### src/rtl/matrix_row_store.sv
// matrix_row_store: A/B/C row banks with whole-row engine ports and element-serial host load/drain streams.
// MATRIX_STORE_ZERO_FILL_EN adds a CLEAR pass that zeroes the selected bank before each load.
module matrix_row_store #(
   parameter int SIZE_COUNT = 8,
   parameter int SIZE_WIDTH = $clog2(SIZE_COUNT),
   parameter int ADDR_WIDTH = 32,
   parameter int DATA_WIDTH = 16
) (
   input  logic                             clk,
   input  logic                             reset_n,
   input  logic [ADDR_WIDTH-1:0]            mat_a_address,
   output logic [DATA_WIDTH*SIZE_COUNT-1:0] mat_a_read_data,
   input  logic [ADDR_WIDTH-1:0]            mat_b_address,
   output logic [DATA_WIDTH*SIZE_COUNT-1:0] mat_b_read_data,
   input  logic                             mat_c_write,
   input  logic [ADDR_WIDTH-1:0]            mat_c_address,
   input  logic [DATA_WIDTH*SIZE_COUNT-1:0] mat_c_write_data,
   input  logic [SIZE_WIDTH-1:0]            cfg_rows,
   input  logic [SIZE_WIDTH-1:0]            cfg_cols,
   input  logic                             host_load_start,
   input  logic                             host_sel,
   input  logic                             host_wr_valid,
   output logic                             host_wr_ready,
   input  logic [DATA_WIDTH-1:0]            host_wr_data,
   output logic                             load_done,
   input  logic                             host_drain_start,
   output logic                             host_rd_valid,
   input  logic                             host_rd_ready,
   output logic [DATA_WIDTH-1:0]            host_rd_data,
   output logic                             host_rd_last,
   output logic                             busy
);
   localparam int RW = DATA_WIDTH*SIZE_COUNT;
`ifdef MATRIX_STORE_ZERO_FILL_EN
   typedef enum logic [1:0] {IDLE, LOAD, DRAIN, CLEAR} state_t;
   localparam state_t ENTRY = CLEAR;
`else
   typedef enum logic [1:0] {IDLE, LOAD, DRAIN} state_t;
   localparam state_t ENTRY = LOAD;
`endif
   function automatic logic in_range(input logic [SIZE_WIDTH-1:0] i);
      return 32'(i) < SIZE_COUNT;
   endfunction
   state_t state, next;
   logic [RW-1:0] mem_a [SIZE_COUNT];
   logic [RW-1:0] mem_b [SIZE_COUNT];
   logic [RW-1:0] mem_c [SIZE_COUNT];
   logic sel, wr_hs, rd_hs, at_end, wrap, c_ok, start;
   logic [SIZE_WIDTH-1:0] rows_q, cols_q, row, col, nxt_row, nxt_col, fr, fc;
   logic [SIZE_WIDTH-1:0] a_idx, b_idx, c_idx;
   logic [RW-1:0] c_row;
   logic [DATA_WIDTH-1:0] rd_data;
   logic unused_bits;
   assign a_idx = mat_a_address[SIZE_WIDTH-1:0];
   assign b_idx = mat_b_address[SIZE_WIDTH-1:0];
   assign c_idx = mat_c_address[SIZE_WIDTH-1:0];
   assign unused_bits = ^{mat_a_address[ADDR_WIDTH-1:SIZE_WIDTH], mat_b_address[ADDR_WIDTH-1:SIZE_WIDTH],
                          mat_c_address[ADDR_WIDTH-1:SIZE_WIDTH]};
   assign c_ok = mat_c_write && in_range(c_idx);
   assign start = state == IDLE && (host_load_start || host_drain_start);
   assign wr_hs = state == LOAD && host_wr_valid;
   assign rd_hs = state == DRAIN && host_rd_ready;
   assign at_end = row == rows_q && col == cols_q;
   assign wrap = col == cols_q;
   assign nxt_col = wrap ? '0 : col + 1'b1;
   assign nxt_row = wrap ? row + 1'b1 : row;
   // Next drain element, forwarding a C row written on the same edge so it is seen fresh.
   assign fr = state == DRAIN ? nxt_row : '0;
   assign fc = state == DRAIN ? nxt_col : '0;
   assign c_row = (c_ok && c_idx == fr) ? mat_c_write_data : mem_c[fr];
   assign host_wr_ready = state == LOAD;
   assign host_rd_valid = state == DRAIN;
   assign host_rd_last = host_rd_valid && at_end;
   assign host_rd_data = rd_data;
   assign busy = state != IDLE;
`ifdef MATRIX_STORE_ZERO_FILL_EN
   logic [SIZE_WIDTH-1:0] clr_cnt;
   always_ff @(posedge clk or negedge reset_n) begin
      if (!reset_n) clr_cnt <= '0;
      else clr_cnt <= state == CLEAR ? clr_cnt + 1'b1 : '0;
   end
`endif
   always_comb begin
      next = state;
      case (state)
         IDLE:    next = host_load_start ? ENTRY : host_drain_start ? DRAIN : IDLE;
         LOAD:    next = wr_hs && at_end ? IDLE : LOAD;
         DRAIN:   next = rd_hs && at_end ? IDLE : DRAIN;
`ifdef MATRIX_STORE_ZERO_FILL_EN
         CLEAR:   next = clr_cnt == SIZE_WIDTH'(SIZE_COUNT-1) ? LOAD : CLEAR;
`endif
         default: next = IDLE;
      endcase
   end
   always_ff @(posedge clk or negedge reset_n) begin
      if (!reset_n) begin
         state <= IDLE;
         sel <= 1'b0;
         rows_q <= '0;
         cols_q <= '0;
         row <= '0;
         col <= '0;
         load_done <= 1'b0;
         rd_data <= '0;
         mat_a_read_data <= '0;
         mat_b_read_data <= '0;
      end else begin
         state <= next;
         load_done <= wr_hs && at_end;
         mat_a_read_data <= in_range(a_idx) ? mem_a[a_idx] : '0;
         mat_b_read_data <= in_range(b_idx) ? mem_b[b_idx] : '0;
         if (start) begin
            rows_q <= cfg_rows;
            cols_q <= cfg_cols;
            row <= '0;
            col <= '0;
            if (host_load_start) sel <= host_sel;
         end
         if (wr_hs || rd_hs) begin
            row <= nxt_row;
            col <= nxt_col;
         end
         if ((start && !host_load_start) || rd_hs) rd_data <= c_row[fc*DATA_WIDTH +: DATA_WIDTH];
      end
   end
   always_ff @(posedge clk) begin
`ifdef MATRIX_STORE_ZERO_FILL_EN
      if (state == CLEAR && !sel) mem_a[clr_cnt] <= '0;
      if (state == CLEAR && sel) mem_b[clr_cnt] <= '0;
`endif
      if (wr_hs && !sel) mem_a[row][col*DATA_WIDTH +: DATA_WIDTH] <= host_wr_data;
      if (wr_hs && sel) mem_b[row][col*DATA_WIDTH +: DATA_WIDTH] <= host_wr_data;
   end
   always_ff @(posedge clk) begin
      if (c_ok) mem_c[c_idx] <= mat_c_write_data;
   end
endmodule
### config.mk
export PLATFORM = sky130hd
export DESIGN_NAME = matrix_row_store
export DESIGN_NICKNAME = d
export VERILOG_FILES = /design/src/rtl/matrix_row_store.sv
export SDC_FILE = /design/constraint.sdc
export NUM_CORES = 2
export LEC_CHECK = 0
export CORE_MARGIN = 3
export CORE_UTILIZATION = 45
export DETAILED_ROUTE_END_ITERATION = 10
export SYNTH_ARGS = -nofsm -noshare
export SYNTH_HDL_FRONTEND = slang
export SYNTH_SLANG_ARGS = --single-unit
### constraint.sdc
create_clock -name clk -period 3.6 [get_ports clk]
set_input_delay 1.08 -clock clk [delete_from_list [all_inputs] [get_ports clk]]
set_output_delay 1.08 -clock clk [all_outputs]
set_load 0.005 [all_outputs]
==> After elaboration in Yosys (flattened, before gate mapping) <==
Memory sizes are Yosys's and may differ from the RTL's. A register that Yosys moved wholly into a read port is not among the register bits.
Index checks and enable logic that the tools add are counted.
{ "word_totals": {"elab_cells": 63, "ff_bits": 32, "out_inout_bits": 277, "input_bits": 254, "n_memories": 3, "latchBits": 0, "mem_bits_ro": 0, "ram_bits": 3072} }
{ "op_classes": {"mux": 19, "div": 0, "n_lt_le_gt_ge": 0, "n_bitwise": 0, "multipliers": 0, "n_eq_ne": 5, "shifts": 3, "n_addsub": 3, "reduce_logical": 22} }
{ "memory_table": {"columns": ["memory", "words", "width", "rd", "rd_ports_with_merged_regs", "write_ports", "line_no", "text"], "rows": [
  ["mem_a", 8, 128, 1, 1, 1, "45", "logic [RW-1:0] mem_a [SIZE_COUNT];"],
  ["mem_b", 8, 128, 1, 1, 1, "46", "logic [RW-1:0] mem_b [SIZE_COUNT];"],
  ["mem_c", 8, 128, 1, 0, 1, "47", "logic [RW-1:0] mem_c [SIZE_COUNT];"]
]} }
{ "op_table": {"columns": ["operator", "n"], "rows": [
  ["$mux W128", 3],
  ["$shift A16 B34 Y128 const A", 1],
  ["$shiftx A128 B8 Y16", 1],
  ["$shiftx A16 B34 Y128", 1],
  ["$neg A7 Y34", 1],
  ["$mux W3", 7],
  ["$logic_and A1 B1 Y1", 11],
  ["$eq A3 B3 Y1", 3],
  ["$add A3 B1 Y3 const B", 2],
  ["$mux W2", 3],
  ["$pmux W2 S3", 1],
  ["$mux W1", 5],
  ["$logic_not A1 Y1", 4],
  ["$reduce_bool A2 Y1", 2],
  ["$logic_or A1 B1 Y1", 3],
  ["$eq A2 B1 Y1 const B", 1],
  ["$eq A2 B2 Y1 const B", 1],
  ["$logic_not A2 Y1", 1],
  ["$reduce_and A2 Y1", 1]
]} }

==> Depth between registers and ports, before layout <==
{ "depth": {"ltp_word": 7, "depth_mapped": 14, "mapped_depth_nobuf": 10} }

==> Least setup slack after synthesis <==
OpenSTA, ideal clock, no wires.
{ "synth_timing": {"path_type": "input-to-reg", "start": "in mat_c_address[0]", "end": "mem mem_c[0][0] (netlist bit), enable pin", "path_stages": 1, "setup_ns": 0.774, "arrival_time_ns": 9.914, "required_ns": 2.826, "slack_ns": -7.088, "n_path_buf": 0, "cell_sequence": "nor3_1"} }
{ "synth_lines": {"columns": ["element", "line_no", "text"], "rows": [
  ["start, declared", "16", "input logic [ADDR_WIDTH-1:0] mat_c_address,"],
  ["end, declared", "47", null]
]} }
Straight into the memory's write port.

==> Final worst setup path <==
{ "layout_timing": {"start": "reg col[2]", "end": "out host_rd_last"} }
{ "layout_via": {"elab_chain_len": 3} }
{ "layout_rtl": {"columns": ["element", "line_no", "text"], "rows": [
  ["start, declared", "49", "logic [SIZE_WIDTH-1:0] rows_q, cols_q, row, col, nxt_row, nxt_col, fr, fc;"],
  ["start signal, assigned", "121", "col <= nxt_col;"],
  ["$eq A3 B3 Y1", "63", "assign at_end = row == rows_q && col == cols_q;"],
  ["$logic_and A1 B1 Y1", "63", null],
  ["$logic_and A1 B1 Y1", "73", "assign host_rd_last = host_rd_valid && at_end;"],
  ["end, declared", "30", "output logic host_rd_last,"]
]} }
No other way between the ends.

==> flow_metrics.py <==
metrics = {
    "status": {
        "status": "complete, no violations",
    },
    "synthesis": {
        "synth_largest_area_cell": "edfxtp_1",
        "netlist_instances": 6543,
        "synth_area_leaders": "edfxtp_1 (72%), mux4_2 (9.6%), dfrtp_1 (5.7%), mux2_2 (2.3%), nand2_1 (1.2%)",
        "synth_edf_count": 3072,
        "syn_avg_cell_area_um2": 19.5,
        "synth_fp_nets": 6801,
        "synth.distinct_cells": 80,
        "yosysSeqAreaShare": 0.781,
        "yosys-top-cells-count": "edfxtp_1 (3072), mux4_2 (540), nand2_1 (413), nor2_1 (332), dfrtp_1 (288)",
        "synth_flop_cell": "edfxtp_1",
        "yosysTopAreaCellShare": 0.725,
        "synth.most_common_cell": "edfxtp_1",
        "synthArstFlopShare": 0.0857,
        "yosysWarningCount": 0,
        "netlist_area_mm2": 0.127,
        "synth_seq_cells": 3360,
    },
    "power_and_ir_drop": {
        "netSwitchingPower_mw": 23.0,
        "seq_power_share": 0.483,
        "power_density_mw_per_mm2": 602,
        "power.leakage_nw": 51.4,
        "comb_power_share": 0.127,
        "power.clock.fraction": 0.390,
        "irDropWorstVdd_mv": 0.573,
        "intPower_mw": 69.6,
        "swShare": 0.249,
    },
    "route": {
        "dr.pass1.iters": 5,
        "drtIter0Drc": 8249,
        "wl_per_cell_um": 29.8,
        "routed_wl_um": 347000,
        "dr_total_vias": 67800,
        "drc_errors": 0,
        "drtAntennaViolNets": 0,
        "viasPerCell": 5.83,
    },
    "clocking": {
        "cts_buffer_depth": 4,
        "ctsHtreeMaxLevel": 5,
        "clk_pin_slew_ps": 60,
        "cts-root-buf": "clkbuf_16",
        "cts_made_buffers": 348,
        "cts_tree": "yes",
        "cts_sinks": 3360,
        "insertion_delay_ps": 920,
    },
    "global_routing": {
        "antenna_found_initial": 67,
        "grt_start_max_net_pins": 77,
        "grt_pass1_vias": 67500,
        "grt_use_total": 0.237,
        "gr-total-overflow": 0,
        "grt_pass1_wl_um": 493000,
    },
    "sta": {
        "skew_ps": 68.5,
        "fin_setup_tns_ps": 0,
        "finalHoldViolCount": 0,
        "drv_slew": 0,
        "timing.final.crit_share": 0.975,
        "max_freq_mhz": 285,
        "tightest_slew_ps": 894,
        "slew_headroom": 0.400,
        "period_needed_ps": 3510,
        "setup_viol_count_final": 0,
        "rsz0062_at_grt": "yes",
    },
    "worst_setup_path": {
        "worstReg2RegEnd": "host_rd_data[9]$_DFFE_PN0P_",
        "reg2reg_depth": 11,
        "worstSetupEndpointType": "output pin",
        "required_ps": 2520,
        "reg2reg_from": "cols_q[0]$_DFFE_PN0P_",
        "critPathArrivalTime_ps": 2430,
        "crit_type": "register to output pin",
        "cp_max_fo": 2,
        "cp-start-kind": "register",
        "rrSetupSlack_ps": 180,
    },
    "finish": {
        "drive_above_1_share": 0.255,
        "final_nets": 7845,
        "syn_to_final_growth_pct": 20.8,
        "fillers": 21400,
        "post-route-util": 0.549,
    },
    "min_path": {
        "hold_depth": 2,
        "min_path_type": "register to register",
        "hold_end": "rows_q[1]$_DFFE_PN0P_",
        "min_from": "rows_q[1]$_DFFE_PN0P_",
    },
    "place": {
        "hpwl_um": 219000,
        "place.gp.congestion": 0.829,
        "portBuffers": 443,
    },
    "floorplanning": {
        "ios": 531,
        "die_h_um": 538,
        "die_w_um": 538,
        "rows": 194,
        "initial_utilization": 0.454,
        "dieArea_mm2": 0.289,
        "coreArea_mm2": 0.280,
    },
    "job": {
        "drv_cap": 0,
    },
}
==> sequential cells by signal, indices dropped and copies added (netlist names), 2 cells and up <==
name / flops
col: 3
cols_q: 3
host_rd_data: 16
mat_a_read_data: 128
mat_b_read_data: 128
mem_a: 1024
mem_b: 1024
mem_c: 1024
row: 3
rows_q: 3
state: 2
==> final cells by class <==
type | instances | area [um2] | share of cell area
clock inverter | 167 | 1850 | 0.0120
clock buffer | 479 | 9650 | 0.0627
tap | 3724 | 4660 | 0.0303
sequential | 3360 | 99500 | 0.647
inverter | 11 | 41.3 | 0.000268
timing repair buffer | 1066 | 11600 | 0.0754
antenna | 23 | 57.6 | 0.000374
multi-input combinational | 2800 | 26500 | 0.172
==> how the worst max path moves through the flow <==
stage	startpoint	depth (start not counted)	end	slack, ps
after floorplan	mat_c_address[2]	2	mem_c[0][0]$_DFFE_PP_	-1180
after global placement	mat_c_address[0]	8	host_rd_data[6]$_DFFE_PN0P_	-400
after detailed placement	mat_c_address[0]	8	host_rd_data[6]$_DFFE_PN0P_	-380
after CTS	col[0]$_DFFE_PN0P_	6	host_rd_last	4
after global routing	col[2]$_DFFE_PN0P_	6	host_rd_last	-30
final	col[2]$_DFFE_PN0P_	6	host_rd_last	90
==> power groups by stage <==
stage / sequential [mW] / clock, mW / combinational, mW
detailed placement: 45.6 / 0 / 11.6
global route: 44.8 / 38.3 / 12.5
global placement: 45.5 / 0 / 11.4
floorplan: 45.3 / 0 / 5.63
finish: 44.8 / 36.1 / 11.8
CTS: 44.8 / 36.7 / 11.7
==> through the flow <==
stage / setup WS, ps / instance area, um2 / cells / total power [mW] / hold slack, ps
3_3_place_gp: -396 / 142000 / 10900 / 56.9 / 489
3_5_place_dp: -384 / 142000 / 10900 / 57.1 / 499
2_1_floorplan: -1180 / 127000 / 6543 / 51.0 / 465
5_1_grt: -27.7 / 154000 / 11600 / 95.6 / 497
4_1_cts: 4.46 / 154000 / 11600 / 93.2 / 445
6_report: 90.4 / 154000 / 11600 / 92.6 / 511
==> timing repair <==
| action | CTS | global route |
|---|---|---|
| endpoints found under the hold margin | 32 | 0 |
| setup buffers | 10 | 2 |
| resized for setup | 16 | 8 |
| pin swaps | 4 | 2 |
| hold buffers | 1 | 0 |
| setup endpoints to repair | 5 | 15 |
==> layout by cell type (no fill, tap or decap), drive strengths merged, types with 8 or more instances in the layout <==
master	netlist	layout
dfrtp	288	288
nand4	19	19
clkdlybuf4s50	0	433
a31oi	62	62
o221ai	75	75
diode	0	23
or3	51	51
nand3	116	116
edfxtp	3072	3072
bufinv	0	31
mux4	540	540
o31ai	22	22
mux2	258	258
o311ai	9	9
o21ai	146	146
nand2	413	413
a21oi	93	93
clkbuf	181	479
o22ai	70	70
o211ai	32	32
and3	47	47
a211oi	45	45
a22oi	21	21
nor4	12	12
nor2	337	337
nor3	135	135
inv	10	27
clkinv	1	117
mux2i	87	87
o21a	8	8
buf	191	630
and2	83	83
==> kinds of logic (layout without fill, tap and decap cells) <==
kind of cell,count (synthesis),count (layout),share of synthesized area
simple gates,1240,1240,0.0443
fa+ha+maj,4,4,0.000393
flops,3360,3360,0.781
compound gates,657,657,0.0345
other cells,0,23,0
buf+inv,383,1723,0.0130
xor+xnor,14,14,0.00114
mux,885,885,0.125
==> layer usage <==
metal / GRT usage / share of wire
met4: 0.0713 / 0.030
met2: 0.386 / 0.49
met1: 0.325 / 0.39
met5: 0 / 0.0011
met3: 0.0488 / 0.089
==> worst max-delay path, stage by stage (launching register included) <==
cell and delay, ps:
dfrtp_2 420, xnor2_2 210, nand3_2 110, or4_4 450, nor2_4 100, buf_6 150, buf_6 100
No activity file was read; power rests on OpenSTA's default activity.
